==> config.mk <==
export PLATFORM = sky130hd
export DESIGN_NAME = gray_frame_ctrl
export DESIGN_NICKNAME = d
export VERILOG_FILES = /design/src/rtl/gray_frame_ctrl.sv
export SDC_FILE = /design/constraint.sdc
export NUM_CORES = 1
export LEC_CHECK = 0
export BUFFER_PORTS_ARGS = -buffer_cell sky130_fd_sc_hd__buf_2
export CAP_MARGIN = 20
export CORE_UTILIZATION = 40
export CTS_CLUSTER_SIZE = 14
export DETAILED_ROUTE_END_ITERATION = 10
export SLEW_MARGIN = 20
export SYNTH_ARGS = -nofsm -noshare
export SYNTH_HDL_FRONTEND = slang
export SYNTH_SLANG_ARGS = --single-unit
==> constraint.sdc <==
create_clock -name clk -period 2.7 [get_ports clk]
set_input_delay 0.81 -clock clk [delete_from_list [all_inputs] [get_ports clk]]
set_output_delay 0.81 -clock clk [all_outputs]
set_load 0.02 [all_outputs]
==> src/rtl/gray_frame_ctrl.sv <==
// Frame sequencer for the RGB-to-grayscale converter: streams one frame from the
// source RAM through the converter and writes the results to the destination RAM.
module gray_frame_ctrl #(
    parameter int unsigned IMG_WIDTH    = 4,
    parameter int unsigned IMG_HEIGHT   = 2,
    parameter int unsigned ADDR_WIDTH   = 16,
    parameter int unsigned PIPE_LATENCY = 4,
    parameter int unsigned INT_WIDTH    = 8
) (
    input  logic                   clk,
    input  logic                   rst_n,
    input  logic                   start,
    input  logic                   abort,
    output logic                   busy,
    output logic                   done,
    output logic                   src_rd_en,
    output logic [ADDR_WIDTH-1:0]  src_addr,
    input  logic [3*INT_WIDTH-1:0] src_rdata,
    output logic [INT_WIDTH-1:0]   conv_r,
    output logic [INT_WIDTH-1:0]   conv_g,
    output logic [INT_WIDTH-1:0]   conv_b,
    output logic                   conv_din_valid,
    input  logic [INT_WIDTH-1:0]   conv_gray,
    input  logic                   conv_dout_valid,
    output logic                   dst_wr_en,
    output logic [ADDR_WIDTH-1:0]  dst_addr,
    output logic [INT_WIDTH-1:0]   dst_wdata
);

    localparam int unsigned NPIX    = IMG_WIDTH * IMG_HEIGHT;
    localparam int unsigned FLUSH_W = $clog2(PIPE_LATENCY + 1) + 1;

    localparam logic [ADDR_WIDTH-1:0] LAST_ADDR  = ADDR_WIDTH'(NPIX - 1);
    localparam logic [ADDR_WIDTH-1:0] NPIX_A     = ADDR_WIDTH'(NPIX);
    localparam logic [FLUSH_W-1:0]    FLUSH_LAST = FLUSH_W'(PIPE_LATENCY);

    typedef enum logic [2:0] {
        S_FLUSH = 3'd0,
        S_IDLE  = 3'd1,
        S_RUN   = 3'd2,
        S_DRAIN = 3'd3,
        S_DONE  = 3'd4
    } state_t;

    state_t                  state, state_d;
    logic [FLUSH_W-1:0]      flush_cnt, flush_cnt_d;
    logic [ADDR_WIDTH-1:0]   rd_cnt, rd_cnt_d;
    logic [ADDR_WIDTH-1:0]   wr_cnt, wr_cnt_d;
    logic                    busy_d, done_d, src_rd_en_d, dst_wr_en_d;
    logic [ADDR_WIDTH-1:0]   src_addr_d, dst_addr_d;
    logic [INT_WIDTH-1:0]    dst_wdata_d;
    logic                    active;

    assign conv_r = src_rdata[3*INT_WIDTH-1 -: INT_WIDTH];
    assign conv_g = src_rdata[2*INT_WIDTH-1 -: INT_WIDTH];
    assign conv_b = src_rdata[INT_WIDTH-1 -: INT_WIDTH];

    assign active = (state == S_RUN) || (state == S_DRAIN);

    always_ff @(posedge clk or negedge rst_n) begin
        if (!rst_n) begin
            state          <= S_FLUSH;
            flush_cnt      <= '0;
            rd_cnt         <= '0;
            wr_cnt         <= '0;
            busy           <= 1'b1;
            done           <= 1'b0;
            src_rd_en      <= 1'b0;
            src_addr       <= '0;
            conv_din_valid <= 1'b0;
            dst_wr_en      <= 1'b0;
            dst_addr       <= '0;
            dst_wdata      <= '0;
        end else begin
            state          <= state_d;
            flush_cnt      <= flush_cnt_d;
            rd_cnt         <= rd_cnt_d;
            wr_cnt         <= wr_cnt_d;
            busy           <= busy_d;
            done           <= done_d;
            src_rd_en      <= src_rd_en_d;
            src_addr       <= src_addr_d;
            conv_din_valid <= src_rd_en;
            dst_wr_en      <= dst_wr_en_d;
            dst_addr       <= dst_addr_d;
            dst_wdata      <= dst_wdata_d;
        end
    end

    always_comb begin
        state_d     = state;
        flush_cnt_d = flush_cnt;
        rd_cnt_d    = rd_cnt;
        wr_cnt_d    = wr_cnt;
        src_rd_en_d = 1'b0;
        src_addr_d  = src_addr;
        dst_wr_en_d = 1'b0;
        dst_addr_d  = dst_addr;
        dst_wdata_d = dst_wdata;

        case (state)
            S_FLUSH: begin
                if (flush_cnt == FLUSH_LAST) state_d = S_IDLE;
                else                         flush_cnt_d = flush_cnt + FLUSH_W'(1);
            end
            S_IDLE: begin
                if (start && !abort) begin
                    src_rd_en_d = 1'b1;
                    src_addr_d  = '0;
                    rd_cnt_d    = ADDR_WIDTH'(1);
                    wr_cnt_d    = '0;
                    state_d     = (NPIX == 32'd1) ? S_DRAIN : S_RUN;
                end
            end
            S_RUN: begin
                src_rd_en_d = 1'b1;
                src_addr_d  = rd_cnt;
                rd_cnt_d    = rd_cnt + ADDR_WIDTH'(1);
                if (rd_cnt == LAST_ADDR) state_d = S_DRAIN;
            end
            S_DRAIN: begin
                if (wr_cnt == NPIX_A) state_d = S_DONE;
            end
            S_DONE: begin
                state_d = S_IDLE;
            end
            default: begin
                state_d     = S_FLUSH;
                flush_cnt_d = '0;
            end
        endcase

        // Result capture; the terminal compare caps the frame at NPIX writes
        if (active && conv_dout_valid && (wr_cnt != NPIX_A)) begin
            dst_wr_en_d = 1'b1;
            dst_addr_d  = wr_cnt;
            dst_wdata_d = conv_gray;
            wr_cnt_d    = wr_cnt + ADDR_WIDTH'(1);
        end

        // Abort discards in-flight results by re-flushing the converter
        if (abort && (active || (state == S_DONE))) begin
            state_d     = S_FLUSH;
            flush_cnt_d = '0;
            rd_cnt_d    = rd_cnt;
            wr_cnt_d    = wr_cnt;
            src_rd_en_d = 1'b0;
            src_addr_d  = src_addr;
            dst_wr_en_d = 1'b0;
            dst_addr_d  = dst_addr;
            dst_wdata_d = dst_wdata;
        end

        done_d = (state_d == S_DONE);
        busy_d = (state_d != S_IDLE);
    end

endmodule

* Word-level counts from Yosys, hierarchy flattened
Index checks and enable logic that the tools add are counted.
** Word-level totals
- Register bits after elaboration :: 84
- Input port bits :: 37
** Operators by class
- Add/subtract/negate cells :: 3
- Equality and inequality tests :: 13
- Multiplexer cells :: 20
- Bitwise operators :: 1
- Reductions and logical operators :: 16
** Operators with widths (number)
- 2-to-1 mux 16 bit :: 4
- one-hot mux 16 bit (2 select lines) :: 2
- adder 16 x 1 -> 16 bit, second input constant :: 2
- == test 16 x 3 -> 1 bit, second input constant :: 1
- == test 16 x 4 -> 1 bit, second input constant :: 1
- inequality test 16 x 4 -> 1 bit, second input constant :: 1
- 2-to-1 mux 3 bit :: 5
- one-hot mux 3 bit (5 select lines) :: 1
- 2-to-1 mux 4 bit :: 2
- one-hot mux 4 bit (2 select lines) :: 1
- == test 3 x 2 -> 1 bit, second input constant :: 2
- == test 3 bit, second input constant :: 2
- AND reduction 3 bit :: 2
- nonzero test 2 bit :: 3
- adder 4 x 1 -> 4 bit, second input constant :: 1
- == test 4 x 3 -> 1 bit, second input constant :: 1
- logical AND 1 bit :: 4
- 2-to-1 mux 1 bit :: 4
- AND reduction 2 bit :: 2
- OR reduction 4 bit :: 1
- == test 3 x 1 -> 1 bit, second input constant :: 1
- zero test 3 bit :: 1
- inequality test 3 x 1 -> 1 bit, second input constant :: 1
- inequality test 3 bit, second input constant :: 1
- 6 further kinds :: 7

* Logic depth before layout (Yosys ltp)
Gate-level depths: netlist (run 1).
- Word-level depth :: 6
- Mapped depth :: 8
- Depth with buffers taken out :: 6

* Worst setup path after synthesis (run 1)
Ideal clock, no wire load.
- Path type :: input -> register
- Start :: input abort
- End :: register rd_cnt[14]
- Setup time :: 0.078 ns
- Data arrival time :: 2.320 ns
- Data required time :: 2.622 ns
- Slack :: 0.302 ns
- Cell stages on the path :: 6
- Path buffers :: 2
- Path through :: clkbuf_1 -> or3b_1 -> a21o_1 -> clkbuf_1 -> or4_1 -> a21oi_1
** Between the ends
- Word-level cells in the longest chain between the ends :: 4
- Elaborated cells on any way between the ends :: 6
- Those cells by class :: 1 x eq/ne; 1 x bitwise; 4 x reduce/logical
** Ends and longest elaborated chain
- start, declared :: RTL line 13 : input logic abort,
- zero test 1 bit :: RTL line 107 : if (start && !abort) begin
- logical AND 1 bit :: RTL line 107
- inequality test 2 bit (no source line)
- AND reduction 3 bit (no source line) *
- end signal, assigned :: RTL line 77 : rd_cnt <= rd_cnt_d;
- end, declared :: RTL line 47 : logic [ADDR_WIDTH-1:0] rd_cnt, rd_cnt_d;
Mark *: on every way between the ends. The rest lies on a longest branch, timed or not.
A chain may end at the register's enable or synchronous reset.

* Worst setup path after layout (run 1)
- Start :: register wr_cnt[6]
- End :: register dst_wdata[3]
** Between the ends
- Word-level cells in the longest chain between the ends :: 3
** Ends and longest elaborated chain
- start, declared :: RTL line 48 : logic [ADDR_WIDTH-1:0] wr_cnt, wr_cnt_d;
- start signal, assigned :: RTL line 78 : wr_cnt <= wr_cnt_d;
- inequality test 16 x 4 -> 1 bit :: RTL line 134 : if (active && conv_dout_valid && (wr_cnt != NPIX_A)) begin
- logical AND 1 bit :: RTL line 134
- AND reduction 2 bit (no source line)
- end signal, assigned :: RTL line 86 : dst_wdata <= dst_wdata_d;
- end, declared :: RTL line 27 : output logic [INT_WIDTH-1:0] dst_wdata
No other way between the ends.

==> results of run 1 <==
## cell type report
type / instances / share of cell area
Sequential cell: 84 / 0.455
Multi-Input combinational cell: 270 / 0.376
Timing Repair Buffer: 69 / 0.0844
Tap cell: 133 / 0.0360
Clock buffer: 11 / 0.0284
Clock inverter: 5 / 0.0130
Inverter: 10 / 0.00811
## registers in the layout, summed over array words and instances, names as in the netlist
register and flops:
busy 1, conv_din_valid 1, done 1, dst_addr 16, dst_wdata 8, dst_wr_en 1, flush_cnt 4, rd_cnt 16
src_addr 16, src_rd_en 1, state 3, wr_cnt 16
## per-stage QoR
step	hold WS [ps]	setup WS, ps	instances	power, W
6_report	337	243	582	0.00328
5_1_grt	347	149	582	0.00350
4_1_cts	344	253	582	0.00332
3_5_place_dp	375	167	566	0.00243
3_3_place_gp	358	214	566	0.00240
2_1_floorplan	461	302	411	0.00220
## Yosys cell counts, drive strengths merged (2+ instances only)
master  count
mux2       20
ha          5
nor4        9
o211ai      7
and4        2
xor2        2
o21ai      33
nand3b      5
o31ai       8
nand4      10
o31a        2
a21oi      13
or4        12
o22ai       2
nand3      20
xnor2       2
nor3        5
o21a        2
mux2i      11
and2        3
nor2        7
inv        10
or3         7
nand2      60
clkbuf     19
and3b       2
nand2b      2
nor3b       2
dfrtp      83
buf        28
and3        2
nor2b       2
## routing by layer
| layer | share of wire | up-vias |
|---|---|---|
| met4 | 0.018 | 0 |
| met2 | 0.43 | 83 |
| met3 | 0.047 | 19 |
| met1 | 0.51 | 1527 |
| met5 | 0 | - |
| li1 | - | 1521 |
## path summary, 6_finish.rpt
path / cells after the start / from / slack (ps) / end
min in group clk: 0 / src_rd_en / 390 / conv_din_valid
max: 4 / wr_cnt[6] / 240 / dst_wdata[3]
min reg2reg: 0 / src_rd_en / 390 / conv_din_valid
max reg2reg: 4 / wr_cnt[6] / 240 / dst_wdata[3]
max in group asynchronous: 2 / rst_n / 1750 / rd_cnt[2]
min: 1 / rst_n / 340 / src_addr[5]
## power by group
group | switching (W) | internal [W]
clock | 0.000453 | 0.000432
combinational | 0.000506 | 0.000316
sequential | 0.000146 | 0.00143
total | 0.00111 | 0.00218
## layout by cell type, fill, tap and decap left out, drive strengths merged, types with 2 or more instances in the layout
cell	n
and3b	2
o21ai	33
mux2	20
inv	11
or3	7
nor2b	2
nand3	20
o211ai	7
dfrtp	83
nand2	60
and4	2
buf	69
o22ai	2
xor2	2
xnor2	2
nor3b	2
o31ai	8
or4	12
ha	5
o21a	2
nor2	7
nand3b	5
mux2i	11
nand4	10
nor4	9
nor3	5
and3	2
nand2b	2
a21oi	13
clkinv	2
clkbuf	11
o31a	2
and2	3
## cell families after synthesis
logic type,share of synthesized area
AOI/OAI and AO/OA,0.110
xor gates and xnor gates,0.00843
adders and majority gates,0.0150
buffers and inverters,0.0773
DFF,0.506
muxes,0.0806
and+or+nand+nor,0.203
==> results.ini, run 1 <==
[status]
outcome=completed

[cells_and_area]
fillers=981
fin_util=0.467
final_area_um2=4630
n_antenna_cell=0
ff_latch_area_um2=2100
drive_gt1_frac=0.205
area_growth_syn_to_layout_pct=11.3
fin_nets=486
multi_input_area_um2=1740

[timing]
final-hold-violation-count=0
worstMarginPinSlew_ps=647
grt_setup_unrepaired=false
fin_crit_sh=0.910
maxSlewViolCount=0
clock-skew-final_ps=13.4
tns_ps=0
max_freq_mhz=407
setup_viol=0
max_slew_margin=0.568
fin_crit_ps=2460

[floorplan]
rows=36
ioPinCount=106
die_w_um=104
die_h_um=104
initial_core_util=0.420
die-area_um2=10800
coreArea_um2=9910

[placed_design]
hpwl_um=6090
gp_congestion=0.796
io_buffers=57
placed_area_um2=4440

[worst_setup_path]
crit_chain=or4_4 -> or4_1 -> nand2_4 -> mux2_1
worstSetupStartpointType=register
cp_top_family=simple AND/OR/NAND/NOR gates
crit_buf_inv=0
cp.required_ps=2940
path_class=reg -> reg
cp-end-kind=register
crit_path_max_incr_delay_ps=590
cp_slowest_cell=or4_4
cp_max_fo=26
cp_data_arrival_time_ps=2690

[synth]
synthCells=411
ys_types=53
yosys_register_bits=84
synth-edff-count=0
yosysWarnings=0
synth_top_area_cell=dfrtp_1
synth_area_leaders=dfrtp_1 (50%), mux2_1 (5.4%), nand2_1 (5.3%)
ys.flop_type=dfrtp_1
yosysSeqAreaShare=0.506
syn-cell-area_um2=4160
syn-num-nets=453
avgSynthCellArea_um2=10.1
synthArstFlopShare=1.00
netlist.area_leader.share=0.499

[drt]
drt-total-wl_um=8650
viasPerCell=5.41
wire_per_inst_um=14.9
vias=3150
ant_nets=0
drt-initial-drc-count=150
route.detailed.drc=0
drt_pass1_iterations=4

[clocking]
ctsResizeCount=0
clk_pin_slew_ps=90
cts_sinks=84
postCtsSetupBuffers=0
insertion_delay_ps=360
cts_hold_buf=0
numCtsBuffers=9
cts_buffer_depth=2
h-tree-depth=3
cts_tree=yes
clockRootBuffer=clkbuf_8

[job]
drv_cap=0

[grt]
grtUsageMet2=0.250
grt_first_pass_wirelength_um=15000
grt_use_met1=0.249
grtUsageTotal=0.172
grt_util_met3=0.0382
grt_max_degree=41
first_global_vias=3044
busiest_layer=met2
grt-ovfl-total=0
antenna_found_initial=0

[worst_hold_path]
hold_class=in -> async

[pwr]
leakage_nw=2.20
p_per_area_nw_per_um2=709
vdd_ir_drop_max_v=0.000430

No activity file was read; power rests on OpenSTA's default activity.
==> inputs of run 2 (changes only) <==
==> constraint.sdc (replaced) <==
create_clock -name clk -period 2.3 [get_ports clk]
set_input_delay 0.69 -clock clk [delete_from_list [all_inputs] [get_ports clk]]
set_output_delay 0.69 -clock clk [all_outputs]
set_load 0.02 [all_outputs]
==> results.ini, run 2 (synthesis gave the netlist of run 1 again) <==
[clocking]
h-tree-depth=3
cts_buffer_depth=2
cts_tree=yes
clockRootBuffer=clkbuf_8
insertion_delay_ps=350
clk_pin_slew_ps=90
postCtsSetupBuffers=0
ctsResizeCount=0
cts_sinks=84
cts_hold_buf=0
numCtsBuffers=9

[grt]
antenna_found_initial=0
grtUsageMet2=0.250
first_global_vias=2944
grt_util_met3=0.0414
grt-ovfl-total=0
grt_max_degree=42
grtUsageTotal=0.173
busiest_layer=met1
grt_use_met1=0.250
grt_first_pass_wirelength_um=15000

[timing]
worstMarginPinSlew_ps=521
fin_crit_sh=0.972
fin_crit_ps=2240
setup_viol=0
maxSlewViolCount=0
max_slew_margin=0.644
tns_ps=0
final-hold-violation-count=0
max_freq_mhz=447
grt_setup_unrepaired=true
clock-skew-final_ps=10.8

[status]
outcome=completed

[cells_and_area]
fin_cells=600
fin_nets=505
final_cell_mix=dfrtp_1 (83), nand2_1 (59), buf_2 (56)
area_growth_syn_to_layout_pct=17.3
final_common_cell=dfrtp_1
fin_util=0.492
n_antenna_cell=0
drive_gt1_frac=0.242

[floorplan]
die_h_um=104
initial_core_util=0.420
coreArea_um2=9910
die_w_um=104
ioPinCount=106
die-area_um2=10800
rows=36

[pwr]
vdd_ir_drop_max_v=0.000465
p_total_w=0.00423
p_per_area_nw_per_um2=868
leakage_nw=2.35

[placed_design]
io_buffers=57
hpwl_um=6370
gp_congestion=0.824
numPlacedInstances=585

[drt]
drt_pass1_iterations=4
drt-total-wl_um=8940
route.detailed.drc=0
vias=3184
drt-initial-drc-count=136
wire_per_inst_um=14.9
ant_nets=0
viasPerCell=5.31

[worst_hold_path]
hold_class=in -> async

[worst_setup_path]
cp_top_family=simple AND/OR/NAND/NOR gates
path_class=reg -> reg
crit_buf_inv=1
cp_data_arrival_time_ps=2470
worstSetupStartpointType=register
cpMostUsedCell=or4_4
cp_max_fo=8
cp_slowest_cell=or4_4
cp-end-kind=register
crit_path_max_incr_delay_ps=570
crit_chain=or4_4 -> or4_4 -> nand2_4 -> buf_4 -> mux2_1
cp.required_ps=2530

[job]
drv_cap=0

-- run 2: cell count changes in the layout (fill, tap and decap cells not counted) --
cell / change
bufinv_16: +3
clkbuf_1: -2
or4_1: -1
or4_4: +1
buf_4: +16
buf_12: +3
clkinv_2: -1
clkinv_4: -1
-- run 2: final cells by class --
type	instances	area (um2)
flip-flops and latches	84	2100
fillers	941	5030
repair buffers	88	571
inverters	10	37.5
clock inverters	6	136
well taps	133	166
multi-input cells	270	1740
clock buffers	9	124
-- run 2: layer usage --
metal | vias up | wire [um]
li1 | 1555 | -
met1 | 1515 | 4460
met2 | 95 | 3820
met3 | 19 | 525
met4 | 0 | 131
met5 | - | 0
-- run 2: final timing paths --
| kind | startpoint | to | slack, ps | depth (start not counted) |
|---|---|---|---|---|
| max | wr_cnt[10] | dst_wdata[6] | 60 | 5 |
| min | rst_n | src_addr[12] | 320 | 1 |
| max reg2reg | wr_cnt[10] | dst_wdata[6] | 60 | 5 |
| min reg2reg | src_rd_en | conv_din_valid | 370 | 0 |
| max in group asynchronous | rst_n | rd_cnt[12] | 1460 | 2 |
| min in group clk | src_rd_en | conv_din_valid | 370 | 0 |
-- run 2: where the power goes --
group / leakage (nW) / switching (W) / internal [W]
clock: 0.126 / 0.000539 / 0.000829
combinational: 1.08 / 0.000616 / 0.000410
sequential: 1.14 / 0.000162 / 0.00168
total: 2.35 / 0.00132 / 0.00292
-- run 2: metrics by stage --
step           setup slack (ps)  area, um2  hold slack (ps)
4_1_cts                    4.01       4880              331
3_3_place_gp               38.9       4620              354
3_5_place_dp              -10.7       4620              360
5_1_grt                   -3.52       4880              347
2_1_floorplan              3.62       4160              394
6_report                   64.3       4880              320
==> inputs of run 3 (changes only) <==
==> constraint.sdc (replaced) <==
create_clock -name clk -period 2.3 [get_ports clk]
set_input_delay 0.23 -clock clk [delete_from_list [all_inputs] [get_ports clk]]
set_output_delay 0.23 -clock clk [all_outputs]
set_load 0.02 [all_outputs]
==> results.ini, run 3 (synthesis gave the netlist of run 1 again) <==
[pwr]
p_int_w=0.00272
seqPwrFrac=0.455
leakage_nw=2.32
switchingPower_w=0.00130
clkPwrFrac=0.288
p_total_w=0.00402
vdd_ir_drop_max_v=0.000479
swShare=0.324
p_per_area_nw_per_um2=835
p_comb_frac=0.257

[timing]
max_slew_margin=0.570
setup_viol=0
tns_ps=0
worstMarginPinSlew_ps=644
fin_crit_ps=2220
holdWs_ps=87.3
final-hold-violation-count=0
fin_crit_sh=0.964
maxSlewViolCount=0
clock-skew-final_ps=10.9
max_freq_mhz=451
grt_setup_unrepaired=false

[clocking]
clk_pin_slew_ps=90
clockRootBuffer=clkbuf_8
cts_sinks=84
numCtsBuffers=9
insertion_delay_ps=360
h-tree-depth=3
postCtsSetupBuffers=0
cts_buffer_depth=2
cts_tree=yes

[floorplan]
die_w_um=104
die-area_um2=10800
ioPinCount=106
die_h_um=104
coreArea_um2=9910
rows=36
initial_core_util=0.420

[worst_setup_path]
worstReg2RegStart=wr_cnt[6]
r2r_end=dst_addr[13]
reg2reg_setup_slack_ps=80
cp_max_fo=12
worstSetupStartpointType=register
reg2regPathDepth=4
path_class=reg -> reg
cp.required_ps=2550
cp_data_arrival_time_ps=2460
cp-end-kind=register

[grt]
first_global_vias=3126
grt_max_degree=44
antenna_found_initial=0
grtUsageTotal=0.176
grt_first_pass_wirelength_um=15300
grt-ovfl-total=0

[cells_and_area]
fin_cells=600
area_growth_syn_to_layout_pct=15.7
final_cell_mix=dfrtp_1 (83), nand2_1 (59), buf_2 (56)
fillers=938
n_antenna_cell=0
final_common_cell=dfrtp_1
fin_nets=505
drive_gt1_frac=0.238

[worst_hold_path]
hold_class=in -> reg
min_path_cells=2
hold-path-endpoint=dst_wdata[2]
hold_start=conv_gray[2]

[drt]
drt-initial-drc-count=124
drt-total-wl_um=8980
wire_per_inst_um=15.0
viasPerCell=5.36
ant_nets=0
vias=3213
route.detailed.drc=0
drt_pass1_iterations=4

[placed_design]
hpwl_um=6360
io_buffers=57
gp_congestion=0.797
numPlacedInstances=583

[status]
outcome=completed

[job]
drv_cap=0

## run 3: area by class of cell
type	instances	area [um2]	area share
inverters	10	37.5	0.00780
flip-flops and latches	84	2100	0.437
clock inverters	4	73.8	0.0153
well taps	133	166	0.0346
clock buffers	11	141	0.0294
multi-input cells	271	1760	0.366
repair buffers	87	528	0.110
## run 3: power by group through the flow
stage / clock (W) / sequential, W / combinational [W]
floorplan: 0 / 0.00196 / 0.000619
global placement: 0 / 0.00185 / 0.00100
detailed placement: 0 / 0.00185 / 0.00103
CTS: 0.00119 / 0.00183 / 0.00104
global route: 0.00125 / 0.00186 / 0.00115
finish: 0.00116 / 0.00183 / 0.00103
## run 3: critical path, cell delays in order, from the launching register on
cell,delay [ps]
dfrtp_1,380
or4_4,570
or4_4,600
nand2_4,210
mux2_1,350
## run 3: timing repair
action / in CTS / in global routing
setup endpoints to repair: 20 / 0
resized for setup: 2 / 0
hold endpoints to repair: 15 / 0
hold buffers: 1 / 0
## run 3: worst max path at each step
stage	start	end	slack, ps	cells past startpoint
2_1_floorplan	wr_cnt[8]	dst_addr[2]	4	6
3_3_place_gp	wr_cnt[6]	dst_addr[15]	-8	4
3_5_place_dp	wr_cnt[6]	dst_wdata[6]	-60	4
4_1_cts	wr_cnt[6]	dst_addr[13]	70	4
5_1_grt	wr_cnt[10]	dst_wdata[2]	10	4
6_report	wr_cnt[6]	dst_addr[13]	80	4
## run 3: through the flow
step	setup WS, ps	util	instance area, um2
floorplan	3.62	-	4160
global placement	-7.67	0.460	4560
detailed placement	-59.2	0.460	4560
CTS	71.0	0.486	4810
global route	10.7	0.486	4810
finish	83.7	0.486	4810
## run 3: routing by layer
layer | global-route usage | wire, um
met5 | 0 | 0
met1 | 0.246 | 4390
met4 | 0.0786 | 174
met3 | 0.0338 | 472
met2 | 0.264 | 3950
